**src/rtl/mem_port_arbiter.sv**
```systemverilog
// -----------------------------------------------------------------------------
// mem_port_arbiter
//
// Shares one single-ported unified instruction/data memory between the fetch
// unit (I) and the load/store unit (D). Each requester has a valid/ready
// request channel and a valid/ready response channel. Only one transaction is
// in flight at a time. When both requesters ask in the same cycle, the one
// that was not granted last wins (round-robin).
//
// Transaction flow: IDLE (accept) -> ACCESS (drive memory, capture read data)
// -> RESP (hold response until consumed) -> IDLE.
//
// Ports
//   clk, reset                     clock, synchronous active-high reset
//   i_req_valid/ready/addr         fetch request channel
//   i_rsp_valid/ready/data/err     fetch response channel
//   d_req_valid/ready/addr/we/wdata  load/store request channel
//   d_rsp_valid/ready/data/err     load/store response channel (data 0 for stores)
//   mem_addr/wr_en/wr_data         memory drive (byte address)
//   mem_rd_data                    memory asynchronous read data
//
// Optional feature macro: MEM_PORT_ARB_ALIGN_CHK_EN
//   When defined, a byte address with addr[1:0] != 0 is rejected like an
//   out-of-range address (no write, data 0, err 1). When undefined, addr[1:0]
//   is ignored and only out-of-range addresses raise err.
// -----------------------------------------------------------------------------
module mem_port_arbiter #(
    parameter int ADDR_W    = 32,
    parameter int DATA_W    = 32,
    parameter int MEM_WORDS = 1024
) (
    input  logic              clk,
    input  logic              reset,
    input  logic              i_req_valid,
    output logic              i_req_ready,
    input  logic [ADDR_W-1:0] i_req_addr,
    output logic              i_rsp_valid,
    input  logic              i_rsp_ready,
    output logic [DATA_W-1:0] i_rsp_data,
    output logic              i_rsp_err,
    input  logic              d_req_valid,
    output logic              d_req_ready,
    input  logic [ADDR_W-1:0] d_req_addr,
    input  logic              d_req_we,
    input  logic [DATA_W-1:0] d_req_wdata,
    output logic              d_rsp_valid,
    input  logic              d_rsp_ready,
    output logic [DATA_W-1:0] d_rsp_data,
    output logic              d_rsp_err,
    output logic [ADDR_W-1:0] mem_addr,
    output logic              mem_wr_en,
    output logic [DATA_W-1:0] mem_wr_data,
    input  logic [DATA_W-1:0] mem_rd_data
);

    typedef enum logic [1:0] {IDLE, ACCESS, RESP} state_t;

    localparam logic OWN_I = 1'b0;
    localparam logic OWN_D = 1'b1;

    // One extra bit so the byte limit never wraps for any ADDR_W.
    localparam logic [ADDR_W:0] ADDR_LIMIT = (ADDR_W + 1)'(MEM_WORDS) << 2;

    state_t              state_q, state_d;
    logic                last_grant_q, last_grant_d;
    logic                owner_q, owner_d;
    logic [ADDR_W-1:0]   addr_q, addr_d;
    logic                we_q, we_d;
    logic [DATA_W-1:0]   wdata_q, wdata_d;
    logic [DATA_W-1:0]   rsp_data_q, rsp_data_d;
    logic                rsp_err_q, rsp_err_d;

    logic                grant_i, grant_d;
    logic                in_range;
    logic                access_err;
    logic                rsp_taken;

    // Arbitration: only in IDLE and never while reset is asserted, so nothing
    // can be accepted in the same cycle the block is being reset.
    always_comb begin
        grant_i = 1'b0;
        grant_d = 1'b0;
        if (state_q == IDLE && !reset) begin
            if (i_req_valid && d_req_valid) begin
                grant_d = (last_grant_q == OWN_I);
                grant_i = !grant_d;
            end else begin
                grant_i = i_req_valid;
                grant_d = d_req_valid;
            end
        end
    end

    assign in_range = ({1'b0, addr_q} < ADDR_LIMIT);

`ifdef MEM_PORT_ARB_ALIGN_CHK_EN
    assign access_err = !in_range || (addr_q[1:0] != 2'b00);
`else
    assign access_err = !in_range;
`endif

    assign rsp_taken = (owner_q == OWN_D) ? d_rsp_ready : i_rsp_ready;

    always_comb begin
        state_d      = state_q;
        last_grant_d = last_grant_q;
        owner_d      = owner_q;
        addr_d       = addr_q;
        we_d         = we_q;
        wdata_d      = wdata_q;
        rsp_data_d   = rsp_data_q;
        rsp_err_d    = rsp_err_q;
        case (state_q)
            IDLE: begin
                if (grant_i || grant_d) begin
                    owner_d      = grant_d ? OWN_D : OWN_I;
                    last_grant_d = grant_d ? OWN_D : OWN_I;
                    addr_d       = grant_d ? d_req_addr : i_req_addr;
                    we_d         = grant_d && d_req_we;
                    wdata_d      = grant_d ? d_req_wdata : '0;
                    state_d      = ACCESS;
                end
            end
            ACCESS: begin
                // Stores and rejected accesses return zero data.
                rsp_err_d  = access_err;
                rsp_data_d = (we_q || access_err) ? '0 : mem_rd_data;
                state_d    = RESP;
            end
            RESP: begin
                if (rsp_taken) begin
                    state_d = IDLE;
                end
            end
            default: state_d = IDLE;
        endcase
    end

    always_ff @(posedge clk) begin
        if (reset) begin
            state_q      <= IDLE;
            last_grant_q <= OWN_I;
            owner_q      <= OWN_I;
            addr_q       <= '0;
            we_q         <= 1'b0;
            wdata_q      <= '0;
            rsp_data_q   <= '0;
            rsp_err_q    <= 1'b0;
        end else begin
            state_q      <= state_d;
            last_grant_q <= last_grant_d;
            owner_q      <= owner_d;
            addr_q       <= addr_d;
            we_q         <= we_d;
            wdata_q      <= wdata_d;
            rsp_data_q   <= rsp_data_d;
            rsp_err_q    <= rsp_err_d;
        end
    end

    assign i_req_ready = grant_i;
    assign d_req_ready = grant_d;

    assign i_rsp_valid = (state_q == RESP) && (owner_q == OWN_I) && !reset;
    assign d_rsp_valid = (state_q == RESP) && (owner_q == OWN_D) && !reset;
    assign i_rsp_data  = rsp_data_q;
    assign d_rsp_data  = rsp_data_q;
    assign i_rsp_err   = rsp_err_q;
    assign d_rsp_err   = rsp_err_q;

    // The memory sees the latched address at all times; the write strobe is
    // confined to ACCESS and dropped immediately if reset arrives mid-store.
    assign mem_addr    = addr_q;
    assign mem_wr_data = wdata_q;
    assign mem_wr_en   = (state_q == ACCESS) && we_q && !access_err && !reset;

endmodule

```
**config.mk**
```make
export PLATFORM = sky130hd
export DESIGN_NAME = mem_port_arbiter
export DESIGN_NICKNAME = d
export VERILOG_FILES = /design/src/rtl/mem_port_arbiter.sv
export SDC_FILE = /design/constraint.sdc
export NUM_CORES = 1
export LEC_CHECK = 0
export CAP_MARGIN = 15
export CORE_MARGIN = 1.5
export CORE_UTILIZATION = 41
export CTS_CLUSTER_DIAMETER = 60
export DETAILED_ROUTE_END_ITERATION = 16
export PLACE_DENSITY = 0.94
export RECOVER_POWER = 100
export SLEW_MARGIN = 20
export SYNTH_ARGS = -nofsm -noshare
export SYNTH_HDL_FRONTEND = slang
export SYNTH_SLANG_ARGS = --single-unit
```
**constraint.sdc**
```tcl
create_clock -name clk -period 4.6 [get_ports clk]
set_input_delay 0.92 -clock clk [delete_from_list [all_inputs] [get_ports clk]]
set_output_delay 0.92 -clock clk [all_outputs]
set_load 0.005 [all_outputs]
```
---- After elaboration in Yosys (flattened, before gate mapping) ----
Index checks and enable logic that the tools add are counted.
storage, ports and cells
  register bits after elaboration ......... 101
  word-level logic and storage cells ...... 42
  bits of input ports ..................... 135
  output and inout port bits .............. 135
cells by class
  eq/ne operators ......................... 4
  reduce and logical (&&, ||, !) cells .... 17
  order comparisons ....................... 1
  mux-type cells .......................... 12
  bitwise logic cells ..................... 1
operators with widths
  kind                                                                    number
  32-bit two-way mux                                                      3
  32-bit by 13-bit < comparator with 1-bit output, second input constant  1
  1-bit logical AND                                                       10
  1-bit two-way mux                                                       6
  2-bit case mux with 3 select lines                                      1
  2-bit two-way mux                                                       2
  2-bit AND reduction                                                     2
  2-bit by 1-bit equality test with 1-bit output, second input constant   1
  2-bit equality test, second input constant                              1
  1-bit zero test                                                         2
  2-bit zero test                                                         1
  1-bit logical OR                                                        2
  2-bit by 1-bit != test with 1-bit output, second input constant         1
  2-bit != test, second input constant                                    1
  1-bit NOT                                                               1

---- Logic depth before layout (Yosys ltp) ----
Gate-level depths: netlist of the first run.
  depth in word-level cells ............... 6
  depth in mapped cells ................... 6
  mapped depth without buffers ............ 3

---- Worst setup path after synthesis of the first run ----
No wires, ideal clock.
  path type ............................... input to output
  start point ............................. input reset
  end point ............................... output d_req_ready
  cell stages on the path ................. 6
  data required time ...................... 3.680 ns
  path slack .............................. 1.859 ns
  arrival time ............................ 1.821 ns
  path buffers ............................ 3
  cells stage by stage .................... buf_2 nor3_4 buf_2 buf_2 nand2_1 inv_1
on the way
  longest elaborated chain between the ends .. 3
ends and longest elaborated chain
  element            line  RTL
  start, declared    33    input logic reset,
  1-bit zero test    83    if (state_q == IDLE && !reset) begin
  1-bit logical AND  83
  1-bit two-way mux  83
  end, declared      42    output logic d_req_ready,
Every way passes these cells.

---- Worst setup path after layout of the first run ----
  start point ............................. register addr_q[27] (netlist: mem_addr[27])
  end point ............................... output mem_wr_en
on the way
  longest elaborated chain between the ends .. 3
ends and longest elaborated chain
  element                                          line  RTL
  start, declared                                  67    logic [ADDR_W-1:0] addr_q, addr_d;
  start signal, assigned                           153   addr_q <= addr_d;
  32-bit by 13-bit < comparator with 1-bit output  94    assign in_range = ({1'b0, addr_q} < ADDR_LIMIT);
  1-bit logical AND (2 in series)                  175   assign mem_wr_en = (state_q == ACCESS) && we_q && !access_err && !reset;
  end, declared                                    51    output logic mem_wr_en,
Every way passes these cells.

==> flow_results.org, run 1 <==
** Worst hold path
- The tightest min-delay check is of the reg -> reg type.
- The worst hold path passes through 2 cells.
- Hold path startpoint :: d_rsp_data[15]$_SDFFE_PP0N_

** Critical path
- Crit start category :: flip-flop
- Critical Path Start :: mem_addr[27]$_SDFFE_PP0P_
- Worst path arrival time :: between 2 and 3 ns
- Crit end category :: output port
- Critical Path Fanout Max :: 33
- Type of the worst setup path :: reg -> out
- At the worst endpoint, the required time is 3.68 ns.
- Worst reg2reg path depth :: 4
- Origin of the critical flop-to-flop path :: state_q[1]$_SDFFE_PP0P_

** Floorplan
- Floorplan core area :: around 11000 um2
- Num ports :: 270
- Row generation in the floorplan step produced 38 rows.
- The floorplan step defined a die boundary enclosing 12100 um2.
- Initial Utilization :: 0.427
- Vert. Die Dim :: approximately 110 um
- The die is between 100 and 150 um wide.

** Detailed routing
- Overall via count from detail_route :: 5225
- The count of nets left with antenna violations once routing finished came out at 0.
- Detailed-router iteration count before antenna repair :: 6
- Via-per-instance ratio :: a little under 6
- Detailed Route Iter0 Violations :: roughly 530
- The routed design has 16100 um of wire.
- Dividing the detail-routed wire length by the instance count gives approximately 18 um.
- In the routed design, unresolved DRC markers number 0.

** Global routing
- The total overflow left after global routing is 0.
- Largest net degree at the start of global routing :: 98
- Via count of the first global-routing pass :: between 4000 and 5000
- The number of antenna violations at the first check in global routing came to 0.
- Total routing resource utilization after global routing :: 0.257
- The first global-routing pass estimated ~24000 um of wire.

** Pwr
- For this design the ratio of total power to cell area is just under 300 nW/um2.
- Int Pwr :: around 1.6 mW
- Static Leak :: 2.84 nW
- The share of total power dissipated in sequential elements is 0.448.
- Switching fraction of total power :: 0.271
- VDD sags by at most 0.168 mV.
- Combinational power share :: 0.213
- Net switching power figure :: 582 uW
- Clock power share :: 0.340

** Place
- Input and output buffers added on the ports amount to 269.
- Summed over all nets, the half-perimeter wirelength after detailed placement is about 11000 um.
- Weighted congestion at the end of routability-driven global placement :: 0.789

** Clock tree
- Clock tree from TritonCTS :: yes
- Cts-stage hold buffer count :: 0
- Clock latency on the worst-skew pair, taken at its later pin, is 0.34 ns.
- TritonCTS buffer count :: 9
- Clock tree synthesis selected as its root buffer the cell clkbuf_16.
- After clock tree synthesis, the clock-pin slew on the worst setup and hold paths is roughly 0.060 ns.
- Post-CTS repair changed the size of 0 cells.
- Post-CTS timing repair inserted 0 buffers for setup.
- Clock sinks :: around 100
- # H-tree levels :: 3
- Max Buffers Root-to-Sink :: 2

** Synth
- Counting every instance in the synthesized netlist gives between 500 and 600.
- Synth Area per Inst :: between 8 and 9 um2
- Summed instance area of the synthesized netlist :: around 4700 um2
- In this run, synthesis produced a sequential element count of 101.
- Post-synth top area share :: 0.431
- The share of the Yosys chip area taken by registers is 0.431.
- The number of nets in the synthesized netlist is between 600 and 700.
- Number of flops mapped to enable cells by yosys :: 0
- In the synthesized netlist, the cells that appear most often are dfxtp_1 (101), nand3_1 (97), a21oi_1 (67).
- Predominant post-synthesis flop cell :: dfxtp_1
- Leading cell types by total area after synthesis :: dfxtp_1 (43%), nand3_1 (10%), a21oi_1 (7.2%), a311oi_1 (6.0%), buf_4 (5.6%)
- After synthesis, the share of flip-flops with an asynchronous set or reset is 0.
- Library cell with the highest instance count after synthesis :: dfxtp_1
- Synthesis instantiated 31 different standard cells from the library.
- The largest total area in the synthesized netlist belongs to dfxtp_1.
- Total number of yosys warnings :: 0

** Layout
- From synthesis to final layout, the design area changed by 56.9%.
- Diodes inserted :: 0
- Final layout net count :: around 880
- Share of the core filled with cells in the final layout :: 0.669
- Fraction of final layout cells with drive strength greater than 1 :: 0.0401

** Timing
- # setup viols final :: 0
- The max-slew violation total from the final report was 65.
- Clk_skew :: approximately 0.0082 ns
- Slew at the pin closest to its max-slew limit :: ~1.8 ns
- The count of endpoints failing hold in the final timing report is 0.
- Setup repair after global routing left no endpoint under its margin.
- Derived from the worst setup path, the maximum achievable clock frequency is ~270 MHz.
- Crit share post-route :: 0.805
- Final TNS setup :: 0 ns
- Headroom to the max-slew limit :: -0.185
- Clock period minus final worst setup slack :: ~3.7 ns

** Status
- The checks that failed: max-capacitance violations, max-slew violations.
- The run finished, with violations left.

** Flow run
- Number of max-cap violations :: 1
-- cells by family after synthesis --
group / count (synthesis) / share of synthesized area
AO/OA/AOI/OAI: 201 / 0.260
buffers and inverters: 100 / 0.118
flip-flops: 101 / 0.431
multiplexers: 1 / 0.00214
AND/OR/NAND/NOR: 150 / 0.189
-- critical path: stages, from the launching register on --
cell and delay, ns:
dfxtp_1 0.34, nor4_1 0.48, nand2_1 0.09, clkbuf_2 0.42, nor4b_1 0.52, clkdlybuf4s50_1 0.58
-- power groups by stage --
stage               logic [mW]  registers, mW  clock network [mW]
floorplan                0.223          0.973                   0
global placement         0.464          0.978                   0
detailed placement       0.476          0.981                   0
CTS                      0.478          0.962               0.736
global route             0.493          0.966               0.780
finish                   0.456          0.960               0.728
-- routing by layer --
metal | vias up | GRT usage | part of all wire
met2 | 279 | 0.453 | 0.51
li1 | 2413 | - | -
met4 | 0 | 0.112 | 0.030
met1 | 2486 | 0.283 | 0.37
met5 | - | 0 | 0
met3 | 47 | 0.0782 | 0.087
-- sequential cells by signal, summed over array words and instances (netlist names) --
signal / count
d_rsp_data: 32
mem_addr: 32
mem_wr_data: 32
state_q: 2
d_rsp_err: 1
owner_q: 1
we_q: 1
-- stage by stage --
| step | power (mW) | worst slack [ns] | area [um2] | hold slack [ns] | cells |
|---|---|---|---|---|---|
| after floorplan | 1.20 | 1.86 | 4690 | 0.470 | 553 |
| after global placement | 1.44 | 1.36 | 7070 | 0.461 | 872 |
| after detailed placement | 1.46 | 1.34 | 7080 | 0.470 | 872 |
| after CTS | 2.18 | 1.21 | 7360 | 0.481 | 888 |
| after global routing | 2.24 | 0.806 | 7350 | 0.496 | 888 |
| final | 2.14 | 0.897 | 7350 | 0.478 | 888 |
-- layout by cell type, fill, tap and decap left out, drive strengths merged, types with 2 or more instances in the layout --
master         synthesis  routed
a21oi                 67      67
a311oi                32      32
buf                   56       6
clkbuf                41      15
clkdlybuf4s50          0     134
clkinv                 0       3
dfxtp                101     101
dlygate4sd3            0     134
inv                    3       3
nand2                  2       2
nand3                 97      97
nand3b                32      32
nand4                  2       2
nor2                   4       4
nor4                   5       5
nor4b                  2       2
o21ai                 68      68
o31ai                 31      31
-- area by class of cell --
| type | count | area, um2 |
|---|---|---|
| Clock inverter | 3 | 18.8 |
| Clock buffer | 13 | 270 |
| Sequential cell | 101 | 2020 |
| Inverter | 3 | 11.3 |
| Tap cell | 140 | 175 |
| Timing Repair Buffer | 276 | 2740 |
| Fill cell | 851 | 3630 |
| Multi-Input combinational cell | 352 | 2120 |
-- path summary, 6_finish.rpt --
kind	endpoint	slack, ns
setup / recovery	mem_wr_en	0.90
hold reg to reg	d_rsp_data[15]$_SDFFE_PP0N_	0.48
hold / removal	d_rsp_data[15]$_SDFFE_PP0N_	0.48
setup reg to reg	mem_addr[23]$_SDFFE_PP0P_	1.99
Power figures use the tool's default switching activity.
==> run 2, diff against run 1 <==
--- a/config.mk
+++ b/config.mk
@@ -7,10 +7,10 @@
 export LEC_CHECK = 0
 export CAP_MARGIN = 15
 export CORE_MARGIN = 1.5
-export CORE_UTILIZATION = 41
+export CORE_UTILIZATION = 38
 export CTS_CLUSTER_DIAMETER = 60
 export DETAILED_ROUTE_END_ITERATION = 16
-export PLACE_DENSITY = 0.94
+export PLACE_DENSITY = 0.88
 export RECOVER_POWER = 100
 export SLEW_MARGIN = 20
 export SYNTH_ARGS = -nofsm -noshare
==> constraint.sdc (replaced) <==
create_clock -name clk -period 3.6 [get_ports clk]
set_input_delay 0.72 -clock clk [delete_from_list [all_inputs] [get_ports clk]]
set_output_delay 0.72 -clock clk [all_outputs]
set_load 0.005 [all_outputs]
==> flow_results.org, run 2 (synthesis results as in run 1) <==
** Status
- Run status :: finished with violations
- Failing checks :: max-capacitance violations, max-slew violations

** Timing
- Peak clock frequency supported by timing :: roughly 310 MHz
- Clock period minus final worst setup slack :: 3.22 ns
- The max-slew violation total from the final report is 65 (unchanged).
- The final worst clock skew came to 0.00592 ns (-0.00229 ns).
- Setup repair after global routing left no endpoint under its margin.
- The final-report setup violation count was 0 (unchanged).
- The slew at the pin closest to its max-slew limit was 1.75 ns (-0.0302 ns).
- In the finished design, the share of the clock period the worst path needs comes to 0.895.
- Headroom to the max-slew limit :: -0.165 (+0.0202)
- Hold violation total from the final report :: 0 (unchanged)
- The final sum of negative setup slack is 0 ns (unchanged).

** Critical path
- Crit end category :: output port
- The critical path data arrival time is 2.50 ns (-0.28 ns).
- The highest fanout seen on the critical path came to 33 (unchanged).
- The startpoint identified for the worst register-to-register timing path is owner_q$_SDFFE_PP0P_.
- Terminus of the critical flop-to-flop path :: mem_addr[16]$_SDFFE_PP0P_
- The worst setup path is launched from a flip-flop.
- The reg2reg setup slack came to 1.15 ns (-0.84 ns).
- Type of the worst setup path :: reg -> out
- Worst reg2reg path depth :: 4 (unchanged)
- Worst EP required :: 2.88 ns (-0.80 ns)

** Clock tree
- Clock Pin Slew Worst Setup and Hold Paths :: 0.06 ns (about the same)
- The number of gates resized after CTS is 0 (unchanged).
- The number of hold buffers added after CTS came to 0 (unchanged).
- Buffers inserted during post-CTS setup optimization :: 0 (unchanged)
- The count of clock tree sinks came to 101 (unchanged).
- Clock tree synthesis selected as its root buffer the cell clkbuf_16.
- TritonCTS buffer count :: 9 (unchanged)
- The maximum level of the CTS H-tree was 3 (unchanged).
- TritonCTS built the clock tree.
- Clk Latency, worst-skew pair :: 0.34 ns (about the same)
- The maximum count of clock buffers along a single path is 2 (unchanged).

** Worst hold path
- For hold timing, the worst endpoint is d_rsp_data[10]$_SDFFE_PP0N_.
- Cell count of the worst hold path :: 2 (unchanged)
- Hold path startpoint :: d_rsp_data[10]$_SDFFE_PP0N_
- Hold Crit Class :: reg -> reg

** Global routing
- The number of antenna violations at the first check in global routing came to 1 (+1).
- The via count of the first global-routing pass came to 4889 (+1.9%).
- The total routing resource utilization after global routing is 0.244 (-0.0122).
- The first-pass GRT wire length came to 25000 um (+3.9%).
- Grt total ovfl :: 0 (unchanged)
- The pin count of the biggest net entering global routing came to 98 (unchanged).

** Floorplan
- The row count is 40 (+5.3%).
- The height of the die came to 114 um (+3.8%).
- The core region area was 12000 um2 (+9.4%).
- The overall die area was 13000 um2 (+7.7%).
- The width of the die is 114 um (+3.8%).
- The I/O pin count is 270 (unchanged).
- The initial cell density of the core is 0.390 (-0.0365).

** Layout
- Most used cells in the layout excluding fill and tap cells :: dlygate4sd3_1 (135), clkdlybuf4s50_1 (133), dfxtp_1 (101)
- Cell Count, Final, Fillers Out :: 898 (+1.1%)
- The footprint of the multi-input gates is 2110 um2 (-0.41%).
- Final layout net count :: 881 (+0.34%)
- The utilization of the core after routing is 0.620 (-0.0498).
- Fraction of final layout cells with drive strength greater than 1 :: 0.0360 (-0.00411)
- Most common cell after layout, fill and taps aside :: dlygate4sd3_1
- Area growth syn-to-layout :: 58.8%
- The number of filler cells placed in the layout was 1010 (+19%).
- The sequential standard cell area is 2020 um2 (unchanged).

** Place
- Port Buffers :: 269 (unchanged)
- Placed instance count :: 882 (+1.1%)
- Post-detail-place hpwl :: 11500 um (+2.3%)
- The last weighted congestion value of the routability-driven placer came to 0.810 (+2.7%).

** Detailed routing
- Via-per-instance ratio :: 5.71 (-2.9%)
- DRC :: 0 (unchanged)
- Overall via count from detail_route :: 5130 (-1.8%)
- Detailed-router iteration count before antenna repair :: 5 (-1)
- The detailed-route wire length per cell came to 18.3 um (+0.56%).
- The routed wire length came to 16400 um (+1.7%).
- Antenna-violating nets left :: 0 (unchanged)
- The violation count after the first detailed-route iteration was 411 (-22%).

** Pwr
- The highest ir drop seen on vdd came to 0.362 mV (+120%).
- The leakage power figure was 2.87 nW (+1.1%).
- The power density over the cells came to 402 nW/um2 (+38%).
- The overall power consumption is 2.99 mW (+39%).

** Flow run
- The max-cap check violation count came to 1 (unchanged).
==> run 2: changes by cell type in the layout (fill, tap and decap cells not counted), moves of 2 or more <==
cell | previous run | this run
bufinv_16 | 0 | 4
o21ai_1 | 3 | 7
clkbuf_8 | 3 | 1
o21ai_0 | 65 | 61
clkbuf_1 | 1 | 4
clkinv_2 | 2 | 0
==> run 2: cell type report <==
cell class,instances,area share
repair buffers,279,0.369
multi-input cells,352,0.284
inverters,3,0.00151
flip-flops and latches,101,0.272
clock buffers,11,0.0326
diodes,1,0.000336
well taps,147,0.0247
clock inverters,4,0.0161
==> run 2: worst max path at each step <==
stage | cells after the start | slack, ns | startpoint | endpoint
2_1_floorplan | 6 | 1.26 | reset | d_req_ready
3_3_place_gp | 5 | 0.76 | d_req_valid | d_req_ready
3_5_place_dp | 5 | 0.72 | d_req_valid | d_req_ready
4_1_cts | 5 | 0.48 | mem_addr[27]$_SDFFE_PP0P_ | mem_wr_en
5_1_grt | 5 | 0.21 | mem_addr[27]$_SDFFE_PP0P_ | mem_wr_en
6_report | 5 | 0.38 | mem_addr[27]$_SDFFE_PP0P_ | mem_wr_en
==> run 2: per-layer routing <==
metal / up-vias / global-route usage / wire [um]
met4: 0 / 0.123 / 620
met3: 40 / 0.0963 / 1680
met5: - / 0 / 0
li1: 2419 / - / -
met1: 2403 / 0.255 / 5970
met2: 268 / 0.427 / 8130
==> run 2: critical path, cell delays in order (launching register included) <==
cell             delay [ns]
dfxtp_1                0.32
nor4_1                 0.46
nand2_1                0.08
buf_2                  0.33
nor4b_1                0.37
clkdlybuf4s50_1        0.58
==> run 2: metrics by stage <==
stage | hold slack [ns] | worst slack, ns | area [um2]
global placement | 0.463 | 0.758 | 7100
CTS | 0.480 | 0.481 | 7470
detailed placement | 0.468 | 0.721 | 7100
finish | 0.474 | 0.379 | 7440
floorplan | 0.470 | 1.26 | 4690
global route | 0.490 | 0.211 | 7440
==> run 2: power breakdown <==
part / internal (mW) / switching, mW / leakage (nW)
sequential: 1.18 / 0.0424 / 0.823
combinational: 0.295 / 0.299 / 1.88
clock: 0.765 / 0.411 / 0.176
==> variant: new RTL, config.mk and constraints of run 1 <==
The 3 states of `state_t` get a one-hot encoding in 3 bits.
--- a/src/rtl/mem_port_arbiter.sv
+++ b/src/rtl/mem_port_arbiter.sv
@@ -53,7 +53,7 @@
     input  logic [DATA_W-1:0] mem_rd_data
 );
 
-    typedef enum logic [1:0] {IDLE, ACCESS, RESP} state_t;
+    typedef enum logic [2:0] {IDLE = 3'b001, ACCESS = 3'b010, RESP = 3'b100} state_t;
 
     localparam logic OWN_I = 1'b0;
     localparam logic OWN_D = 1'b1;
Behaviour: no difference found for any inputs over 10 cycles, from zero or initial values and one cycle with reset high; not proved beyond that.
==> variant against run 1 <==
The run still ends with max-capacitance violations, max-slew violations left. Via count shrank 1.4%. Wire length grew 0.30%. Sequential power grew 1%. Cell area grew 2.9%. Sequential cell count grew 1. Total power grew 4.3%. First-iteration DRC count shrank 5.5%. Area after synthesis grew 6.7%. Combinational power grew 15%. Cell count grew 1.4%. Fmax shrank 4.6%. Setup slack lost 0.18 ns. Critical path type is now in -> out. Largest cell class unchanged.
==> variant: results (changes against run 1) <==
CP max FO 68 (+110%); Metal-1 WL 6.52 mm (+9.5%); Pre-antenna DRT Iters 5 (-1); M1 GR Usage 30.0% (+1.7 points); Via Count 5153 (-1.4%); gpl congestion 0.838 (+6.2%); placed inst area 7420 sq um (+4.9%); routed length on met3 1.30 mm (-7.2%); worst stage delay on the critical path 0.90 ns (+0.32 ns); failing checks max-capacitance violations, max-slew violations; All-Layer GR Usage 24.5% (-1.2 points); Ant. Diodes 0 (unchanged); Worst Skew 0.00739 ns (-0.000817 ns); Hold WS 0.473 ns (-0.00513 ns); GR Util met3 6.85% (-0.97 points); Leak 0.00290 uW (+1.9%); met2 track demand over resource 40.5% (-4.8 points); syn_area_per_cell 8.96 sq um (+5.7%); initial antenna violation count 1 (+1); Reg2Reg Setup Slack 1.35 ns (-0.64 ns); status finished, violations left; Hold Startpoint mem_wr_data[8]; Hold Path End mem_wr_data[8]; Iter 0 DRT Violations 500 (-5.5%); Post-DP HPWL 10.7 mm (-4.5%); first-pass GRT wire length 25.2 mm (+4.8%); origin of the critical flop-to-flop path state_q[0]; layout cells sized above 1 9.16% (+5.2 points); CP Capture Point d_req_ready; pre-CTS setup slack 0.990 ns (-0.353 ns); maxcap violations 2 (+1); worst path arrival time 2.96 ns (+0.18 ns); Synth-to-Final Area Change 51.4%; Worst Hold Path Cells 2 (unchanged); Post-Place Cells 886 (+1.6%); ranking of synthesized cells by area dfxtp_1 (41%), o31ai_2 (7.0%), a21oi_1 (6.7%); Least-Margin Pin Slew 2.60 ns (+0.826 ns); internal power 1610 uW (+3.3%); post-synth cell types 37 (+19%); Slew Limit Fails 171 (+160%); Max stage delay cell, worst path or4b_4; fmax 0.258 GHz (-4.6%); synthesized net count 693 (+0.73%); crit path launch reset; Finished Layout Cells 900 (+1.4%); post-synthesis sequential area ratio 40.8% (-2.3 points); vias in the first global route 4854 (+1.2%); Highest Signal Layer met5; fill count 1003 (+18%); largest net degree at the start of global routing 99 (+1.0%); commonest cells in the netlist dfxtp_1 (102), a21oi_1 (67), nand3_1 (65), o21ai_0 (65), clkbuf_1 (39); met2 WL post-DR 7.85 mm (-5.4%); R2R Path End mem_addr[25]; clk_lat worst skew 0.34 ns (about the same); VDD IR max 0.000194 V (+15%); WL/cell 18.0 um (-1.0%)
## variant: area by class of cell
class | instances | share of cell area [%]
repair buffers | 280 | 36.5
clock buffers | 10 | 3.03
well taps | 147 | 2.43
multi-input cells | 356 | 30.3
clock inverters | 4 | 0.661
flip-flops and latches | 102 | 27.0
inverters | 1 | 0.0496
## variant: cells by family (layout without fill, tap and decap cells)
logic type             after synthesis  in the layout  share of synthesized area, %
AOI/OAI and AO/OA                  201            201                          27.2
and+or+nand+nor                    154            154                          20.5
DFF                                102            102                          40.8
buffers and inverters              100            295                          11.2
muxes                                1              1                         0.225
## variant: power groups by stage
stage | Sequential (uW) | Combinational [uW] | Clock (uW)
2_1_floorplan | 992 | 279 | 0
3_3_place_gp | 992 | 550 | 0
3_5_place_dp | 995 | 557 | 0
4_1_cts | 976 | 558 | 757
5_1_grt | 981 | 568 | 797
6_report | 974 | 524 | 738
